--- src/rtl/i2c_multi_slave_responder_if.sv ---
// Pin, event and byte-stream signals of the I2C target responder.
// The slave modport is the responder side; master is the environment driving pins and read data.
interface i2c_multi_slave_responder_if #(
  parameter int NUM_ADDR   = 2,
  parameter int DATA_WIDTH = 8
);
  localparam int SLOT_W = (NUM_ADDR > 1) ? $clog2(NUM_ADDR) : 1;

  logic                  scl_i;
  logic                  sda_i;
  logic                  scl_pull_o;
  logic                  sda_pull_o;
  logic                  start_o;
  logic                  stop_o;
  logic                  busy_o;
  logic [SLOT_W-1:0]     slot_o;
  logic                  op_o;
  logic                  op_valid_o;
  logic                  wr_valid_o;
  logic [DATA_WIDTH-1:0] wr_data_o;
  logic                  rd_ready_o;
  logic                  rd_valid_i;
  logic [DATA_WIDTH-1:0] rd_data_i;
  logic                  rd_nack_o;
  logic                  rd_underrun_o;

  modport slave (
    input  scl_i, sda_i, rd_valid_i, rd_data_i,
    output scl_pull_o, sda_pull_o, start_o, stop_o, busy_o, slot_o, op_o, op_valid_o,
           wr_valid_o, wr_data_o, rd_ready_o, rd_nack_o, rd_underrun_o
  );

  modport master (
    output scl_i, sda_i, rd_valid_i, rd_data_i,
    input  scl_pull_o, sda_pull_o, start_o, stop_o, busy_o, slot_o, op_o, op_valid_o,
           wr_valid_o, wr_data_o, rd_ready_o, rd_nack_o, rd_underrun_o
  );
endinterface

--- src/rtl/i2c_multi_slave_responder.sv ---
// I2C target for NUM_ADDR addresses: bus events act SYNC_STAGES+1 clks after the pins; write bytes
// stream out without backpressure, read bytes are fetched by valid/ready while SCL is optionally stretched.
module i2c_multi_slave_responder #(
  parameter int                             NUM_ADDR    = 2,
  parameter int                             ADDR_WIDTH  = 7,
  parameter int                             DATA_WIDTH  = 8,
  parameter logic [NUM_ADDR*ADDR_WIDTH-1:0] SLAVE_ADDRS = {7'h23, 7'h22},
  parameter int                             SYNC_STAGES = 2,
  parameter bit                             STRETCH_EN  = 1'b1
) (
  input  logic                       clk_i,
  input  logic                       rst_i,
  i2c_multi_slave_responder_if.slave bus
);
  localparam int SLOT_W = (NUM_ADDR > 1) ? $clog2(NUM_ADDR) : 1;
  localparam int CW     = $clog2(DATA_WIDTH + 1);
  localparam int SW     = (DATA_WIDTH - 1 > ADDR_WIDTH) ? DATA_WIDTH - 1 : ADDR_WIDTH;

  typedef enum logic [3:0] {
    IDLE, ADDR, ADDR_ACK, IGNORE, WR_DATA, WR_ACK, RD_FETCH, RD_DATA, RD_ACK
  } state_t;

  state_t                state, state_n;
  logic [SYNC_STAGES-1:0] scl_sync, sda_sync;
  logic                  scl_d, sda_d, scl_s, sda_s;
  logic                  scl_rise, scl_fall, start_det, stop_det;
  logic [CW-1:0]         cnt, cnt_n;
  logic [SW-1:0]         shreg, shreg_n;
  logic [DATA_WIDTH-2:0] tx, tx_n;
  logic                  sda_pull, sda_pull_n, scl_pull, scl_pull_n;
  logic                  busy, busy_n, op, op_n, op_valid, op_valid_n;
  logic [SLOT_W-1:0]     slot, slot_n, hit_slot;
  logic                  hit;
  logic [DATA_WIDTH-1:0] wr_data, wr_data_n;
  logic                  start_p, start_p_n, stop_p, stop_p_n, wr_valid, wr_valid_n;
  logic                  rd_nack, rd_nack_n, underrun, underrun_n;
  logic                  rd_ready, hs;

  // Synchronisers idle high so reset never fabricates a START/STOP edge.
  always_ff @(posedge clk_i) begin
    if (rst_i) begin
      scl_sync <= '1;
      sda_sync <= '1;
      scl_d    <= 1'b1;
      sda_d    <= 1'b1;
    end else begin
      scl_sync <= {scl_sync[SYNC_STAGES-2:0], bus.scl_i};
      sda_sync <= {sda_sync[SYNC_STAGES-2:0], bus.sda_i};
      scl_d    <= scl_s;
      sda_d    <= sda_s;
    end
  end

  assign scl_s     = scl_sync[SYNC_STAGES-1];
  assign sda_s     = sda_sync[SYNC_STAGES-1];
  assign scl_rise  = scl_s & ~scl_d;
  assign scl_fall  = ~scl_s & scl_d;
  assign start_det = scl_s & scl_d & sda_d & ~sda_s;
  assign stop_det  = scl_s & scl_d & ~sda_d & sda_s;

  // A bus START/STOP in the same clock withdraws ready so the byte stays with the producer.
  assign rd_ready = (state == RD_FETCH) & ~start_det & ~stop_det;
  assign hs       = rd_ready & bus.rd_valid_i;

  // Descending scan so the lowest matching slot wins.
  always_comb begin
    hit      = 1'b0;
    hit_slot = '0;
    for (int k = NUM_ADDR - 1; k >= 0; k--) begin
      if (shreg[ADDR_WIDTH-1:0] == SLAVE_ADDRS[k*ADDR_WIDTH +: ADDR_WIDTH]) begin
        hit      = 1'b1;
        hit_slot = SLOT_W'(k);
      end
    end
  end

  always_comb begin
    state_n    = state;
    cnt_n      = cnt;
    shreg_n    = shreg;
    tx_n       = tx;
    sda_pull_n = sda_pull;
    scl_pull_n = scl_pull;
    busy_n     = busy;
    op_n       = op;
    op_valid_n = op_valid;
    slot_n     = slot;
    wr_data_n  = wr_data;
    start_p_n  = 1'b0;
    stop_p_n   = 1'b0;
    wr_valid_n = 1'b0;
    rd_nack_n  = 1'b0;
    underrun_n = 1'b0;
    if (start_det || stop_det) begin
      state_n    = start_det ? ADDR : IDLE;
      cnt_n      = '0;
      busy_n     = start_det;
      op_valid_n = 1'b0;
      sda_pull_n = 1'b0;
      scl_pull_n = 1'b0;
      start_p_n  = start_det;
      stop_p_n   = stop_det;
    end else begin
      case (state)
        ADDR: if (scl_rise) begin
          shreg_n = {shreg[SW-2:0], sda_s};
          cnt_n   = cnt + 1'b1;
          if (cnt == CW'(ADDR_WIDTH)) begin
            cnt_n = '0;
            if (hit) begin
              state_n    = ADDR_ACK;
              op_n       = sda_s;
              slot_n     = hit_slot;
              op_valid_n = 1'b1;
            end else begin
              state_n = IGNORE;
            end
          end
        end
        ADDR_ACK, WR_ACK: if (scl_fall) begin
          if (cnt == '0) begin
            sda_pull_n = 1'b1;
            cnt_n      = CW'(1);
          end else begin
            sda_pull_n = 1'b0;
            cnt_n      = '0;
            state_n    = (state == WR_ACK || !op) ? WR_DATA : RD_FETCH;
          end
        end
        WR_DATA: if (scl_rise) begin
          shreg_n = {shreg[SW-2:0], sda_s};
          cnt_n   = cnt + 1'b1;
          if (cnt == CW'(DATA_WIDTH - 1)) begin
            wr_valid_n = 1'b1;
            wr_data_n  = {shreg[DATA_WIDTH-2:0], sda_s};
            cnt_n      = '0;
            state_n    = WR_ACK;
          end
        end
        RD_FETCH: begin
          if (hs) begin
            tx_n       = bus.rd_data_i[DATA_WIDTH-2:0];
            sda_pull_n = ~bus.rd_data_i[DATA_WIDTH-1];
            cnt_n      = '0;
            state_n    = RD_DATA;
          end else if (STRETCH_EN) begin
            if (!scl_s) scl_pull_n = 1'b1;
          end else begin
            // Without stretching the MSB must be on SDA now; an all-ones byte leaves SDA released.
            tx_n       = '1;
            sda_pull_n = 1'b0;
            underrun_n = 1'b1;
            cnt_n      = '0;
            state_n    = RD_DATA;
          end
        end
        RD_DATA: begin
          scl_pull_n = 1'b0;
          if (scl_rise) cnt_n = cnt + 1'b1;
          if (scl_fall) begin
            if (cnt == CW'(DATA_WIDTH)) begin
              sda_pull_n = 1'b0;
              cnt_n      = '0;
              state_n    = RD_ACK;
            end else begin
              sda_pull_n = ~tx[DATA_WIDTH-2];
              tx_n       = {tx[DATA_WIDTH-3:0], 1'b0};
            end
          end
        end
        RD_ACK: begin
          if (scl_rise) begin
            if (sda_s) begin
              rd_nack_n = 1'b1;
              state_n   = IGNORE;
            end else begin
              cnt_n = CW'(1);
            end
          end else if (scl_fall && cnt == CW'(1)) begin
            cnt_n   = '0;
            state_n = RD_FETCH;
          end
        end
        default: ;
      endcase
    end
  end

  always_ff @(posedge clk_i) begin
    if (rst_i) begin
      state    <= IDLE;
      cnt      <= '0;
      shreg    <= '0;
      tx       <= '0;
      sda_pull <= 1'b0;
      scl_pull <= 1'b0;
      busy     <= 1'b0;
      op       <= 1'b0;
      op_valid <= 1'b0;
      slot     <= '0;
      wr_data  <= '0;
      start_p  <= 1'b0;
      stop_p   <= 1'b0;
      wr_valid <= 1'b0;
      rd_nack  <= 1'b0;
      underrun <= 1'b0;
    end else begin
      state    <= state_n;
      cnt      <= cnt_n;
      shreg    <= shreg_n;
      tx       <= tx_n;
      sda_pull <= sda_pull_n;
      scl_pull <= scl_pull_n;
      busy     <= busy_n;
      op       <= op_n;
      op_valid <= op_valid_n;
      slot     <= slot_n;
      wr_data  <= wr_data_n;
      start_p  <= start_p_n;
      stop_p   <= stop_p_n;
      wr_valid <= wr_valid_n;
      rd_nack  <= rd_nack_n;
      underrun <= underrun_n;
    end
  end

  assign bus.scl_pull_o    = scl_pull;
  assign bus.sda_pull_o    = sda_pull;
  assign bus.start_o       = start_p;
  assign bus.stop_o        = stop_p;
  assign bus.busy_o        = busy;
  assign bus.slot_o        = slot;
  assign bus.op_o          = op;
  assign bus.op_valid_o    = op_valid;
  assign bus.wr_valid_o    = wr_valid;
  assign bus.wr_data_o     = wr_data;
  assign bus.rd_ready_o    = rd_ready;
  assign bus.rd_nack_o     = rd_nack;
  assign bus.rd_underrun_o = underrun;
endmodule
--- src/flat_wrapper.sv ---
// flat-port wrapper written by rule: the top's interface ports become plain ports
module i2c_multi_slave_responder_flat 
#(
  parameter int                             NUM_ADDR    = 2,
  parameter int                             ADDR_WIDTH  = 7,
  parameter int                             DATA_WIDTH  = 8,
  parameter logic [NUM_ADDR*ADDR_WIDTH-1:0] SLAVE_ADDRS = {7'h23, 7'h22},
  parameter int                             SYNC_STAGES = 2,
  parameter bit                             STRETCH_EN  = 1'b1
)
  (clk_i, rst_i, bus_scl_i, bus_sda_i, bus_rd_valid_i, bus_rd_data_i, bus_scl_pull_o, bus_sda_pull_o, bus_start_o, bus_stop_o, bus_busy_o, bus_slot_o, bus_op_o, bus_op_valid_o, bus_wr_valid_o, bus_wr_data_o, bus_rd_ready_o, bus_rd_nack_o, bus_rd_underrun_o);
  i2c_multi_slave_responder_if #(.NUM_ADDR(NUM_ADDR), .DATA_WIDTH(DATA_WIDTH)) bus_i ();
  input  logic clk_i;
  input  logic rst_i;
  input wire logic [$bits(bus_i.scl_i)-1:0] bus_scl_i;
  input wire logic [$bits(bus_i.sda_i)-1:0] bus_sda_i;
  input wire logic [$bits(bus_i.rd_valid_i)-1:0] bus_rd_valid_i;
  input wire logic [$bits(bus_i.rd_data_i)-1:0] bus_rd_data_i;
  output wire logic [$bits(bus_i.scl_pull_o)-1:0] bus_scl_pull_o;
  output wire logic [$bits(bus_i.sda_pull_o)-1:0] bus_sda_pull_o;
  output wire logic [$bits(bus_i.start_o)-1:0] bus_start_o;
  output wire logic [$bits(bus_i.stop_o)-1:0] bus_stop_o;
  output wire logic [$bits(bus_i.busy_o)-1:0] bus_busy_o;
  output wire logic [$bits(bus_i.slot_o)-1:0] bus_slot_o;
  output wire logic [$bits(bus_i.op_o)-1:0] bus_op_o;
  output wire logic [$bits(bus_i.op_valid_o)-1:0] bus_op_valid_o;
  output wire logic [$bits(bus_i.wr_valid_o)-1:0] bus_wr_valid_o;
  output wire logic [$bits(bus_i.wr_data_o)-1:0] bus_wr_data_o;
  output wire logic [$bits(bus_i.rd_ready_o)-1:0] bus_rd_ready_o;
  output wire logic [$bits(bus_i.rd_nack_o)-1:0] bus_rd_nack_o;
  output wire logic [$bits(bus_i.rd_underrun_o)-1:0] bus_rd_underrun_o;
  assign bus_i.scl_i = bus_scl_i;
  assign bus_i.sda_i = bus_sda_i;
  assign bus_i.rd_valid_i = bus_rd_valid_i;
  assign bus_i.rd_data_i = bus_rd_data_i;
  assign bus_scl_pull_o = bus_i.scl_pull_o;
  assign bus_sda_pull_o = bus_i.sda_pull_o;
  assign bus_start_o = bus_i.start_o;
  assign bus_stop_o = bus_i.stop_o;
  assign bus_busy_o = bus_i.busy_o;
  assign bus_slot_o = bus_i.slot_o;
  assign bus_op_o = bus_i.op_o;
  assign bus_op_valid_o = bus_i.op_valid_o;
  assign bus_wr_valid_o = bus_i.wr_valid_o;
  assign bus_wr_data_o = bus_i.wr_data_o;
  assign bus_rd_ready_o = bus_i.rd_ready_o;
  assign bus_rd_nack_o = bus_i.rd_nack_o;
  assign bus_rd_underrun_o = bus_i.rd_underrun_o;
  i2c_multi_slave_responder #(.NUM_ADDR(NUM_ADDR), .ADDR_WIDTH(ADDR_WIDTH), .DATA_WIDTH(DATA_WIDTH), .SLAVE_ADDRS(SLAVE_ADDRS), .SYNC_STAGES(SYNC_STAGES), .STRETCH_EN(STRETCH_EN)) u_core (.clk_i(clk_i), .rst_i(rst_i), .bus(bus_i));
endmodule
--- config.mk ---
export PLATFORM = sky130hd
export DESIGN_NAME = i2c_multi_slave_responder_flat
export DESIGN_NICKNAME = d
export VERILOG_FILES = /design/src/rtl/i2c_multi_slave_responder_if.sv /design/src/rtl/i2c_multi_slave_responder.sv /design/src/flat_wrapper.sv
export SDC_FILE = /design/constraint.sdc
export NUM_CORES = 1
export LEC_CHECK = 0
export CAP_MARGIN = 30
export CORE_ASPECT_RATIO = 1.1
export CORE_UTILIZATION = 51
export DETAILED_ROUTE_END_ITERATION = 10
export PLACE_DENSITY = 0.8
export REMOVE_ABC_BUFFERS = 1
export SYNTH_ARGS = -nofsm -noshare
export SYNTH_HDL_FRONTEND = slang
export SYNTH_SLANG_ARGS = --single-unit
--- constraint.sdc ---
create_clock -name clk_i -period 3.65 [get_ports clk_i]
set_input_delay 0.365 -clock clk_i [delete_from_list [all_inputs] [get_ports clk_i]]
set_output_delay 0.365 -clock clk_i [all_outputs]
set_load 0.005 [all_outputs]
# [Word level (Yosys, flattened, before mapping)]
# Index checks and enable logic that the tools add are counted.
# W data, S select, Z words.
[classes] reduce_logical=24 add_sub_neg=1 mux=47 eq_ne=32 bitwise_logic=22
[ops] op="$mux W4" count=23
[ops] op="$ne A3 B1 Y1 const B" count=8
[ops] op="$pmux W4 S6" count=1
[ops] op="$mux W7" count=3
[ops] op="$eq A4 B3 Y1 const B" count=5
[ops] op="$pmux W4 S5" count=1
[ops] op="$mux W1" count=15
[ops] op="$eq A7 B6 Y1 const B" count=2
[ops] op="$pmux W7 S2" count=1
[ops] op="$not A1 Y1" count=12
[ops] op="$reduce_and A12 Y1" count=1
[ops] op="$reduce_and A4 Y1" count=3
[ops] op="$and A1 B1 Y1" count=10
[ops] op="$reduce_and A5 Y1" count=2
[ops] op="$eq A4 B1 Y1 const B" count=2
[ops] op="$eq A4 B4 Y1 const B" count=2
[ops] op="$ne A2 B1 Y1 const B" count=4
[ops] op="$reduce_or A2 Y1" count=4
[ops] op="$reduce_or A4 Y1" count=2
[ops] op="$reduce_bool A7 Y1" count=1
[ops] op="$ne A2 B2 Y1 const B" count=3
[ops] op="$ne A3 B2 Y1 const B" count=2
[ops] op="$reduce_and A3 Y1" count=2
[ops] op="$reduce_and A6 Y1" count=1
[ops] op="15 further kinds" count=16
[totals] output_inout_bits=20 register_bits=46 word_cells=145 inputBits=13

# [Logic depth before layout (Yosys ltp)]
[logic_depth] ltp_word=10 depth_mapped=8 ltp_nobuf=8

# [Least setup slack after synthesis]
# Ideal clock, no wire load.
[synth_timing] path_type="reg-to-reg" start="register u_core.state[3]" end="register u_core.cnt[3]" path_buffers=1 setup_ps=70 path_slack_ps=1703 required_ps=3580 arrival_ps=1877 path_stages_with_launch=7 path_cell_list="dfxtp_1 -> buf_4 -> or4b_4 -> a21oi_2 -> o211ai_2 -> or4b_1 -> a21oi_1"
[synth_between] elab_chain_cells=6 word_cells_on_any_way=20 classes_between="eq/ne (12); mux (1); bitwise (3); reduce/logical (4)"
[synth_lines] item="start: declaration" line_no="i2c_multi_slave_responder.sv:23" text="state_t state, state_n;"
[synth_lines] item="start signal: assignment" line_no="i2c_multi_slave_responder.sv:208" text="state <= state_n;"
[synth_lines] item="$eq A4 B3 Y1" line_no="i2c_multi_slave_responder.sv:62, i2c_multi_slave_responder.sv:104"
[synth_lines] item="$and A1 B1 Y1 (2 in a row)" line_no="i2c_multi_slave_responder.sv:62" text="assign rd_ready = (state == RD_FETCH) & ~start_det & ~stop_det;"
[synth_lines] item="$and A1 B1 Y1" line_no="i2c_multi_slave_responder.sv:63" text="assign hs = rd_ready & bus.rd_valid_i;"
[synth_lines] item="$ne A2 B1 Y1 (no line)"
[synth_lines] item="$reduce_and A6 Y1 (no line)"
[synth_lines] item="end signal: assignment" line_no="i2c_multi_slave_responder.sv:209" text="cnt <= cnt_n;"
[synth_lines] item="end: declaration" line_no="i2c_multi_slave_responder.sv:27" text="logic [CW-1:0] cnt, cnt_n;"
# Parallel ways exist; a longest one is shown, timed or not.
# A chain may end at the register's enable or synchronous reset.

# [Final worst setup path]
[layout_timing] start="register u_core.state[2]" end="output bus_rd_ready_o"
[layout_between] elab_chain_cells=3
[layout_lines] item="$eq A4 B3 Y1" line_no="i2c_multi_slave_responder.sv:62"
[layout_lines] item="$and A1 B1 Y1 (2 in a row)" line_no="i2c_multi_slave_responder.sv:62"
[layout_lines] item="end: declaration" line_no="flat_wrapper.sv:29" text="output wire logic [$bits(bus_i.rd_ready_o)-1:0] bus_rd_ready_o;"
# Every way passes these cells.

==> impl_metrics.ini <==
[outcome]
outcome = finished, final reports clean

[clock_tree]
ctsResizeCount = 0
cts_buffers = 5
cts.sinks = 46
path_clk_slew_ps = 90
cts_tree = built
post_cts_buffers = 0
cts_buffer_depth = 2
hold_buffers = 0
h-tree-depth = 2
cts_root_buf = clkbuf_8
clk_latency_ps = 300

[worst_setup_path]
worst_path_max_delay_cell = dfxtp_1
setup.worst_path.end_class = output port
cp_data_required_time_ps = 3280
path_cells = nor2b_1 -> nand2_1 -> nor3_1 -> clkdlybuf4s50_1
crit_path_max_incr_delay_ps = 660
critical_path.top_delay_family = simple AND/OR/NAND/NOR gates
critPathMaxFanout = 17
crit_arrival_ps = 2440
path_class = flip-flop to output port
cp-start-kind = flip-flop
critPathBufInv = 1

[sta]
rsz0062_at_grt = no
tns_ps = 0
finalSetupViolCount = 0
finalClockSkew_ps = 3.209
finalHoldViolCount = 0
fin_ws_ps = 849.5
period_minus_slack_ps = 2800
fmax_ghz = 0.3571
fin_crit_sh_pct = 76.73
relSlewSlack_pct = 57.92
slew_viol_final = 0
tightest_slew_ps = 629.4

[final_layout]
syn2layout_area_growth_pct = 17.41
insertedDiodeCount = 0
drive_above_1_share_pct = 7.667
nNetsFinal = 315
final_util_pct = 62.96
fillers = 405

[detailed_routing]
ant_nets = 0
via_per_inst = 5.664
wirelength_um = 5342
firstDrtPassIters = 4
routedWlPerCell_um = 15.09
num_vias = 2005
drc = 0
drt-initial-drc-count = 101

[yosys]
synth_common_cells = 46 x dfxtp_1, 38 x nor2_1, 34 x nand2_1
yosys_warnings = 0
synth_edf_count = 0
ys_top_cells_by_area = dfxtp_1 40%, mux2i_1 11%, nor2_1 6.2%, nand2_1 5.5%, or2_2 2.4%
synth_cell_types = 51
ys.flop_type = dfxtp_1
synth-seq-cells = 46
yosys.area.top_type_share_pct = 39.78
async_flop_share_pct = 0
synth.most_common_cell = dfxtp_1
syn_area_per_cell_um2 = 8.356
yosysTopAreaCell = dfxtp_1
synthesis.area_mm2 = 0.002315
ys_seq_area_share_pct = 39.78
netlist_instances = 277

[power_and_ir_drop]
vdd_drop_max_v = 0.0002239
p_per_area_mw_per_mm2 = 354.0
total_leakage_power_nw = 1.150

[floorplanning]
die_w_um = 66.24
start_util_pct = 53.62
ioPinCount = 33
dieHeight_um = 72.66
dieArea_mm2 = 0.004812
rows = 25
core_area_mm2 = 0.004317

[global_route]
antenna_found_initial = 0
grt_pass1_wl_um = 8721
overflow = 0
track_usage_pct = 23.52
grt_pass1_vias = 1884
grt_max_degree = 28

[worst_hold_path]
holdCritPathClass = flip-flop to flip-flop

[placement]
portBuffers = 31
pre_cts_ws_ps = 1217
finalWeightedCongestion = 0.8756
place_hpwl_um = 3735

[job]
cap_violations = 0
## registers in the layout, summed over array words and instances, names as in the netlist, 2 cells and up
name                  flops
u_core.bus.wr_data_o      8
u_core.shreg              7
u_core.tx                 7
u_core.cnt                4
u_core.state              4
u_core.scl_sync           2
u_core.sda_sync           2
## worst paths after layout
check / startpoint / to / slack, ps / depth (start not counted)
max: u_core.state[2] / bus_rd_ready_o / 850 / 4
min reg2reg: u_core.sda_sync[0] / u_core.sda_sync[1] / 430 / 1
max reg2reg: u_core.state[3] / u_core.cnt[3] / 1200 / 5
min: u_core.sda_sync[0] / u_core.sda_sync[1] / 430 / 1
## kinds of logic (layout without fill, tap and decap cells)
group,Yosys count,count (layout),share of synthesized area (%)
AO/OA/AOI/OAI,53,53,15.68
multiplexers,25,25,10.81
flip-flops,46,46,39.78
other,1,1,0.1620
AND/OR/NAND/NOR,123,123,26.86
buffers and inverters,24,47,4.324
adder cells (fa/ha/maj),3,3,1.622
XOR/XNOR,2,2,0.7569
## cells in the final DEF (no fill, tap or decap), types with 3 or more instances in the layout
master / netlist / final
or2_2: 9 / 9
a211oi_1: 4 / 4
nand4_1: 3 / 3
clkbuf_8: 0 / 5
ha_1: 3 / 3
nor3b_1: 3 / 3
a31oi_1: 4 / 4
and3_1: 4 / 4
a2bb2oi_1: 3 / 3
nor2b_1: 5 / 5
mux2i_1: 25 / 25
nand2_1: 34 / 34
inv_1: 6 / 6
dfxtp_1: 46 / 46
o21ai_0: 11 / 11
a21oi_1: 10 / 10
nand3_1: 5 / 5
nor3_1: 5 / 5
o32ai_1: 3 / 3
clkdlybuf4s50_1: 0 / 31
nand2b_1: 3 / 3
nor2_1: 38 / 38
## final cells by class
class,count,area (um^2),share of cell area (%)
clock buffers,5,68.82,2.532
clock inverters,3,18.77,0.6906
inverters,6,22.52,0.8287
multi-input cells,207,1294,47.61
flip-flops and latches,46,920.9,33.89
well taps,54,67.56,2.486
repair buffers,33,325.3,11.97
## power by group
group | leakage [nW] | switching (mW) | internal, mW
clock | 0.0483 | 0.182 | 0.135
combinational | 0.730 | 0.0692 | 0.0550
sequential | 0.372 | 0.0119 | 0.509
total | 1.15 | 0.263 | 0.699
## metrics by stage
| stage | cells | instance area (um^2) | power, mW | hold slack, ps |
|---|---|---|---|---|
| 2_1_floorplan | 259 | 2237 | 0.6068 | 389.5 |
| 3_3_place_gp | 346 | 2630 | 0.6543 | 390.9 |
| 3_5_place_dp | 346 | 2630 | 0.6546 | 405.3 |
| 4_1_cts | 354 | 2718 | 0.9666 | 427.1 |
| 5_1_grt | 354 | 2718 | 1.003 | 451.8 |
| 6_report | 354 | 2718 | 0.9621 | 431.1 |
## metal layers
layer | share of wire [%] | global-route usage (%) | up-vias | wire length, um
met5 | 0 | 0 | - | 0
met1 | 47 | 31.20 | 942 | 2498
met3 | 3.4 | 4.531 | 9 | 179
met4 | 1.8 | 9.220 | 0 | 94
met2 | 48 | 37.53 | 40 | 2569
li1 | - | - | 1014 | -
Power figures use the tool's default switching activity.
